**config.mk**
```make
export PLATFORM = sky130hd
export DESIGN_NAME = ddr3_outstanding_tracker
export DESIGN_NICKNAME = d
export VERILOG_FILES = /design/src/rtl/ddr3_outstanding_tracker.sv
export SDC_FILE = /design/constraint.sdc
export NUM_CORES = 1
export LEC_CHECK = 0
export CAP_MARGIN = 25
export CELL_PAD_IN_SITES_DETAIL_PLACEMENT = 1
export CELL_PAD_IN_SITES_GLOBAL_PLACEMENT = 1
export CORE_AREA = 2 2 39 41
export CTS_CLUSTER_SIZE = 14
export DETAILED_ROUTE_END_ITERATION = 10
export DIE_AREA = 0 0 41 43
export DONT_BUFFER_PORTS = 1
export GPL_ROUTABILITY_DRIVEN = 0
export GPL_TIMING_DRIVEN = 0
export MAX_ROUTING_LAYER = met4
export PLACE_DENSITY_LB_ADDON = 0.1
export SLEW_MARGIN = 20
export SYNTH_ARGS = -nofsm -noshare
export SYNTH_HDL_FRONTEND = slang
export SYNTH_SLANG_ARGS = --single-unit
export TNS_END_PERCENT = 30
```
**constraint.sdc**
```tcl
create_clock -name clk -period 2.3 [get_ports clk]
set_input_delay 0.46 -clock clk [delete_from_list [all_inputs] [get_ports clk]]
set_output_delay 0.46 -clock clk [all_outputs]
set_load 0.01 [all_outputs]
```
**src/rtl/ddr3_outstanding_tracker.sv**
```systemverilog
// Counts reads that have been issued to the controller but have not yet
// returned.
// Ports:
//   clk, resetn : clock and synchronous active-low reset
//   clear       : synchronous clear at the start of a run
//   issue       : a read command was accepted this cycle
//   retire      : a read response was consumed this cycle (caller only
//                 asserts it when not empty)
//   empty       : no reads in flight
//   full_next   : the count after this edge equals MAX_OUTSTANDING. The
//                 checker uses it to decide whether its registered
//                 read_enable may stay high.
module ddr3_outstanding_tracker #(
  parameter int MAX_OUTSTANDING = 4,
  localparam int CNT_W = $clog2(MAX_OUTSTANDING + 1)
) (
  input  logic clk,
  input  logic resetn,
  input  logic clear,
  input  logic issue,
  input  logic retire,
  output logic empty,
  output logic full_next
);

  logic [CNT_W-1:0] count_q, count_d;

  always_comb begin
    count_d = count_q;
    if (clear) begin
      count_d = '0;
    end else begin
      // A simultaneous issue and retire leaves the count unchanged.
      case ({issue, retire})
        2'b10:   count_d = count_q + CNT_W'(1);
        2'b01:   count_d = count_q - CNT_W'(1);
        default: count_d = count_q;
      endcase
    end
  end

  always_ff @(posedge clk) begin
    if (!resetn) count_q <= '0;
    else         count_q <= count_d;
  end

  assign empty     = (count_q == '0);
  assign full_next = (count_d == CNT_W'(MAX_OUTSTANDING));

endmodule

```
==> metrics.cfg, run 1 <==
[placed_design]
numPortBuffers = 0
post-place-ws_ps = -86.95
placed_area_um2 = 207.7

[timing]
fin_ws_ps = 3.125
clock_skew_ps = 0.9513
maxSlewViolCount = 0
worst_pin_slew_ps = 377.1
fin_crit_sh_pct = 99.86
maxSlewHeadroom_pct = 74.67
rsz0062_at_grt = yes
fmax_ghz = 0.4354
setup_viol = 0
fin_crit_ps = 2297
hold_viol = 0

[critical_path]
path_class = in2out
cp_max_fo = 2
crit_required_ps = 1840
critPathSlowestCell = or3_4
path_cells = inv_8, ha_4, fa_2, xnor2_2, or3_4, a211oi_4
cp-end-kind = primary output
cp.arrival_ps = 1840
crit_family = adder cells
worst-path-buf-inv = 1
start_kind = input pin
critical-path-max-stage-delay_ps = 410

[pwr]
leakagePower_nw = 0.09265
power_uw = 185.5
ir_worst_vdd_v = 0.0001279
cellPowerDensity_nw_per_um2 = 667.9

[synthesis]
synth_nets = 27
yosysUniqueCellTypes = 15
syn_area_per_cell_um2 = 9.384
yosysWarnings = 0
ys_ff_latch = 3
syn_inst = 20
synth_area_um2 = 187.7
yosysSeqAreaShare_pct = 32.00

[grt]
grt_max_degree = 7
grt_pass1_vias = 158
grt_usage_pct = 5.247
grt_pass1_wl_um = 607
grt-ovfl-total = 0
antenna_found_initial = 0

[run_status]
status = finished, final reports clean

[clocking]
clk_pin_slew_worst_paths_ps = 30
cts_tree = done
clk_path_buf_depth = 2
post_cts_buffers = 0
root_buffer = clkbuf_4
htree_levels = 1
clock_sinks = 3
clk_latency_ps = 220
cts_buffers = 3

[detailed_routing]
routedWlPerCell_um = 10.25
ant_nets = 0
wl_um = 410
drc = 0
dr.pass1.iters = 1
drt_iter0_markers = 0
vias = 159
viasPerCell = 3.975

[cells_and_area]
final_area_um2 = 277.8
n_antenna_cell = 0
mostFrequentLayoutCells = nor2_1 (3), clkbuf_4 (3), a21oi_1 (2), dfxtp_1 (2)
nets = 32
top_register = count_q
top_regs = count_q: 3 flops
largest_reg_flops = 3
synthToLayoutAreaGrowth_pct = 48.00
final_layout_size_suffix_gt1_share_pct = 41.67

[die]
die_y_um = 43
die_width_um = 41
rows = 14
die_area_um2 = 1763
start_util_pct = 13.56
ioPinCount = 7
core-area_um2 = 1384

[worst_hold_path]
min_path_type = in2reg

[job]
cap_viol_max_count = 0

==> cell type report <==
| class | count | area, um^2 |
|---|---|---|
| fillers | 164 | 1106 |
| well taps | 16 | 20.02 |
| multi-input cells | 16 | 158.9 |
| clock buffers | 4 | 26.28 |
| inverters | 1 | 11.26 |
| flip-flops and latches | 3 | 61.31 |
==> power breakdown <==
part	switching, mW	internal, mW
logic	0.0188	0.0195
clock network	0.0234	0.0648
registers	0.00363	0.0554
total	0.0459	0.140
==> path summary, 6_finish.rpt <==
kind,from,endpoint,slack (ps),cells past startpoint
worst max-delay path,issue,full_next,3,6
worst min-delay path,resetn,count_q[0],440,2
worst max register to register,count_q[0],count_q[2],760,4
worst min register to register,count_q[0],count_q[0],560,2
==> cell families (layout without fill, tap and decap cells) <==
kind of cell,count (synthesis),in the layout,share of synthesized area (%)
buffers and inverters,1,5,1.998
AND/OR/NAND/NOR,7,7,19.34
adder cells (fa/ha/maj),2,2,17.33
AO/OA/AOI/OAI,4,4,14.66
multiplexers,1,1,5.334
flip-flops,3,3,32.00
XOR/XNOR,2,2,9.335
==> Yosys cell counts <==
master	number	share of area, %
a21oi_1	2	5.3
xnor2_1	1	4.7
ha_1	1	6.7
xor2_1	1	4.7
nor3b_1	1	4.0
nand2b_1	1	3.3
dfxtp_1	3	32
a211oi_2	1	6.7
o21ai_1	1	2.7
inv_1	1	2.0
fa_1	1	11
mux2i_1	1	5.3
or3_1	1	3.3
nor3_1	1	2.7
nor2_1	3	6.0
==> layer usage <==
layer | global-route usage [%] | wire (um) | vias to the layer above
met5 | - | 0 | -
met4 | 2.000 | 0 | 0
met3 | 2.094 | 28 | 0
met2 | 8.750 | 204 | 6
met1 | 5.145 | 177 | 77
li1 | - | - | 76
==> worst register-to-register path, stage by stage, from the launching register on <==
cell and delay, ps:
dfxtp_2 340, fa_2 400, xnor2_2 150, or3_4 410
a21oi_1 170
==> repair_timing <==
action / 4_1_cts / 5_1_grt
resized for setup: 5 / 6
hold endpoints to repair: 0 / 0
hold buffers: 0 / 0
endpoints found under the setup margin: 1 / 1
pin swaps: 2 / 5
gates cloned: 0 / 0
==> stage by stage <==
step / utilization (%) / hold WS, ps / setup TNS (ps) / instances
after floorplan: - / 521.6 / 0 / 20
after global placement: 15.01 / 581.4 / -65.45 / 36
after detailed placement: 15.01 / 593.5 / -86.95 / 36
after CTS: 18.72 / 438.3 / 0 / 40
after global routing: 20.07 / 435.0 / -38.31 / 40
final: 20.07 / 437.4 / 0 / 40
Power figures use the tool's default switching activity.
==> run 2: changes to the inputs <==
--- a/config.mk
+++ b/config.mk
@@ -12,7 +12,6 @@
 export CTS_CLUSTER_SIZE = 14
 export DETAILED_ROUTE_END_ITERATION = 10
 export DIE_AREA = 0 0 41 43
-export DONT_BUFFER_PORTS = 1
 export GPL_ROUTABILITY_DRIVEN = 0
 export GPL_TIMING_DRIVEN = 0
 export MAX_ROUTING_LAYER = met4
==> metrics.cfg, run 2 (synthesis results as in run 1) <==
[clocking]
clk_path_buf_depth = 2  ; unchanged
cts_buffers = 3  ; unchanged
clk_latency_ps = 230  ; about the same
root_buffer = clkbuf_4
clk_pin_slew_worst_paths_ps = 30  ; about the same
clock_sinks = 3  ; unchanged
cts_tree = done
htree_levels = 1  ; unchanged

[grt]
grt_max_degree = 7  ; unchanged
antenna_found_initial = 0  ; unchanged
grt_usage_pct = 6.269  ; +1.0 points
grt-ovfl-total = 0  ; unchanged
grt_pass1_vias = 174  ; +10%
grt_pass1_wl_um = 710  ; +17%

[critical_path]
crit_family = adder cells
path_cells = buf_6, ha_4, fa_2, xnor2_2, or3_4, a211oi_2, buf_2
path_class = in2out
crit_required_ps = 1840  ; about the same
cp-end-kind = primary output
worst-path-buf-inv = 2  ; +1
critPathSlowestCell = or3_4
critical-path-max-stage-delay_ps = 370  ; -40 ps
cp.arrival_ps = 1900  ; +60 ps
cp_max_fo = 2  ; unchanged
r2r_slack_ps = 750  ; about the same
start_kind = input pin

[detailed_routing]
routedWlPerCell_um = 9.894  ; -3.5%
vias = 184  ; +16%
drc = 0  ; unchanged
drt_iter0_markers = 1  ; +1
viasPerCell = 3.915  ; -1.5%
wl_um = 465  ; +13%
ant_nets = 0  ; unchanged
dr.pass1.iters = 2  ; +1

[timing]
rsz0062_at_grt = yes
maxSlewHeadroom_pct = 84.30  ; +9.6 points
fin_crit_sh_pct = 102.6  ; +2.8 points
worst_pin_slew_ps = 235.1  ; -142.0 ps
fmax_ghz = 0.4236  ; -2.7%
fin_ws_ps = -60.66  ; -63.79 ps
maxSlewViolCount = 0  ; unchanged
hold_viol = 0  ; unchanged
clock_skew_ps = 0.8386  ; -0.1127 ps
setup_viol = 1  ; +1
fin_tns_setup_ps = -60.66  ; -60.66 ps
fin_crit_ps = 2361  ; +63.79 ps

[die]
ioPinCount = 7  ; unchanged
rows = 14  ; unchanged
start_util_pct = 13.56  ; unchanged
die_y_um = 43  ; unchanged
die_width_um = 41  ; unchanged
die_area_um2 = 1763  ; unchanged
core-area_um2 = 1384  ; unchanged

[placed_design]
post-place-ws_ps = -1001  ; -913.9 ps
hpwl_um = 356
numPortBuffers = 6  ; +6

[cells_and_area]
largest_reg_flops = 3  ; unchanged
top_register = count_q
synthToLayoutAreaGrowth_pct = 74.00
nets = 39  ; +22%
n_antenna_cell = 0  ; unchanged
final_layout_size_suffix_gt1_share_pct = 41.94  ; +0.27 points
top_regs = count_q: 3 flops
mostFrequentLayoutCells = nor2_1 (3), clkbuf_4 (3), dfxtp_1 (3), clkdlybuf4s50_1 (3)

[pwr]
leakagePower_nw = 0.1253  ; +35%
power_uw = 198.1  ; +6.8%
ir_worst_vdd_v = 0.0001485  ; +16%
cellPowerDensity_nw_per_um2 = 606.5  ; -9.2%

[run_status]
violations = negative setup slack
status = finished, violations left

[job]
cap_viol_max_count = 0  ; unchanged

[worst_hold_path]
min_path_type = reg2reg

## run 2: tightest hold or removal path, cell delays in order (launching register included)
cell	delay, ps
dfxtp_1	350
mux2i_1	150
nor2_1	50
## run 2: cell type report
class	instances	area [um^2]
Multi-Input combinational cell	16	151.4
Fill cell	170	1057
Tap cell	16	20.02
Clock buffer	4	26.28
Timing Repair Buffer	7	65.06
Inverter	1	3.754
Sequential cell	3	60.06
## run 2: per-layer routing
metal,up-vias,global-route usage (%),share of wire (%)
met5,-,-,0
li1,91,-,-
met2,6,9.688,46
met3,0,3.141,4.3
met4,0,2.000,0
met1,87,6.731,49
## run 2: path summary, 6_finish.rpt
kind | startpoint | endpoint | cells after the start
max | retire | full_next | 7
min | count_q[1] | count_q[1] | 2
max reg2reg | count_q[0] | count_q[2] | 4
min reg2reg | count_q[1] | count_q[1] | 2
## run 2: stage by stage
stage / hold WS, ps / instance area, um^2 / instances / util, %
3_3_place_gp: 573.6 / 267.8 / 42 / 19.35
6_report: 592.4 / 326.6 / 47 / 23.60
4_1_cts: 590.4 / 326.6 / 47 / 23.60
3_5_place_dp: 589.1 / 267.8 / 42 / 19.35
2_1_floorplan: 521.6 / 187.7 / 20 / -
5_1_grt: 631.4 / 326.6 / 47 / 23.60
## run 2: timing repair
item                                    in CTS  in global routing
pin swaps                                    5                  1
setup buffers                                1                  0
endpoints found under the setup margin       1                  1
hold buffers                                 0                  0
resized for setup                           19                  0
cloned                                       0                  0
## run 2: where the power goes
group,switching [mW],internal [mW]
clock network,0.0260,0.0649
registers,0.00404,0.0551
logic,0.0194,0.0287
total,0.0494,0.149
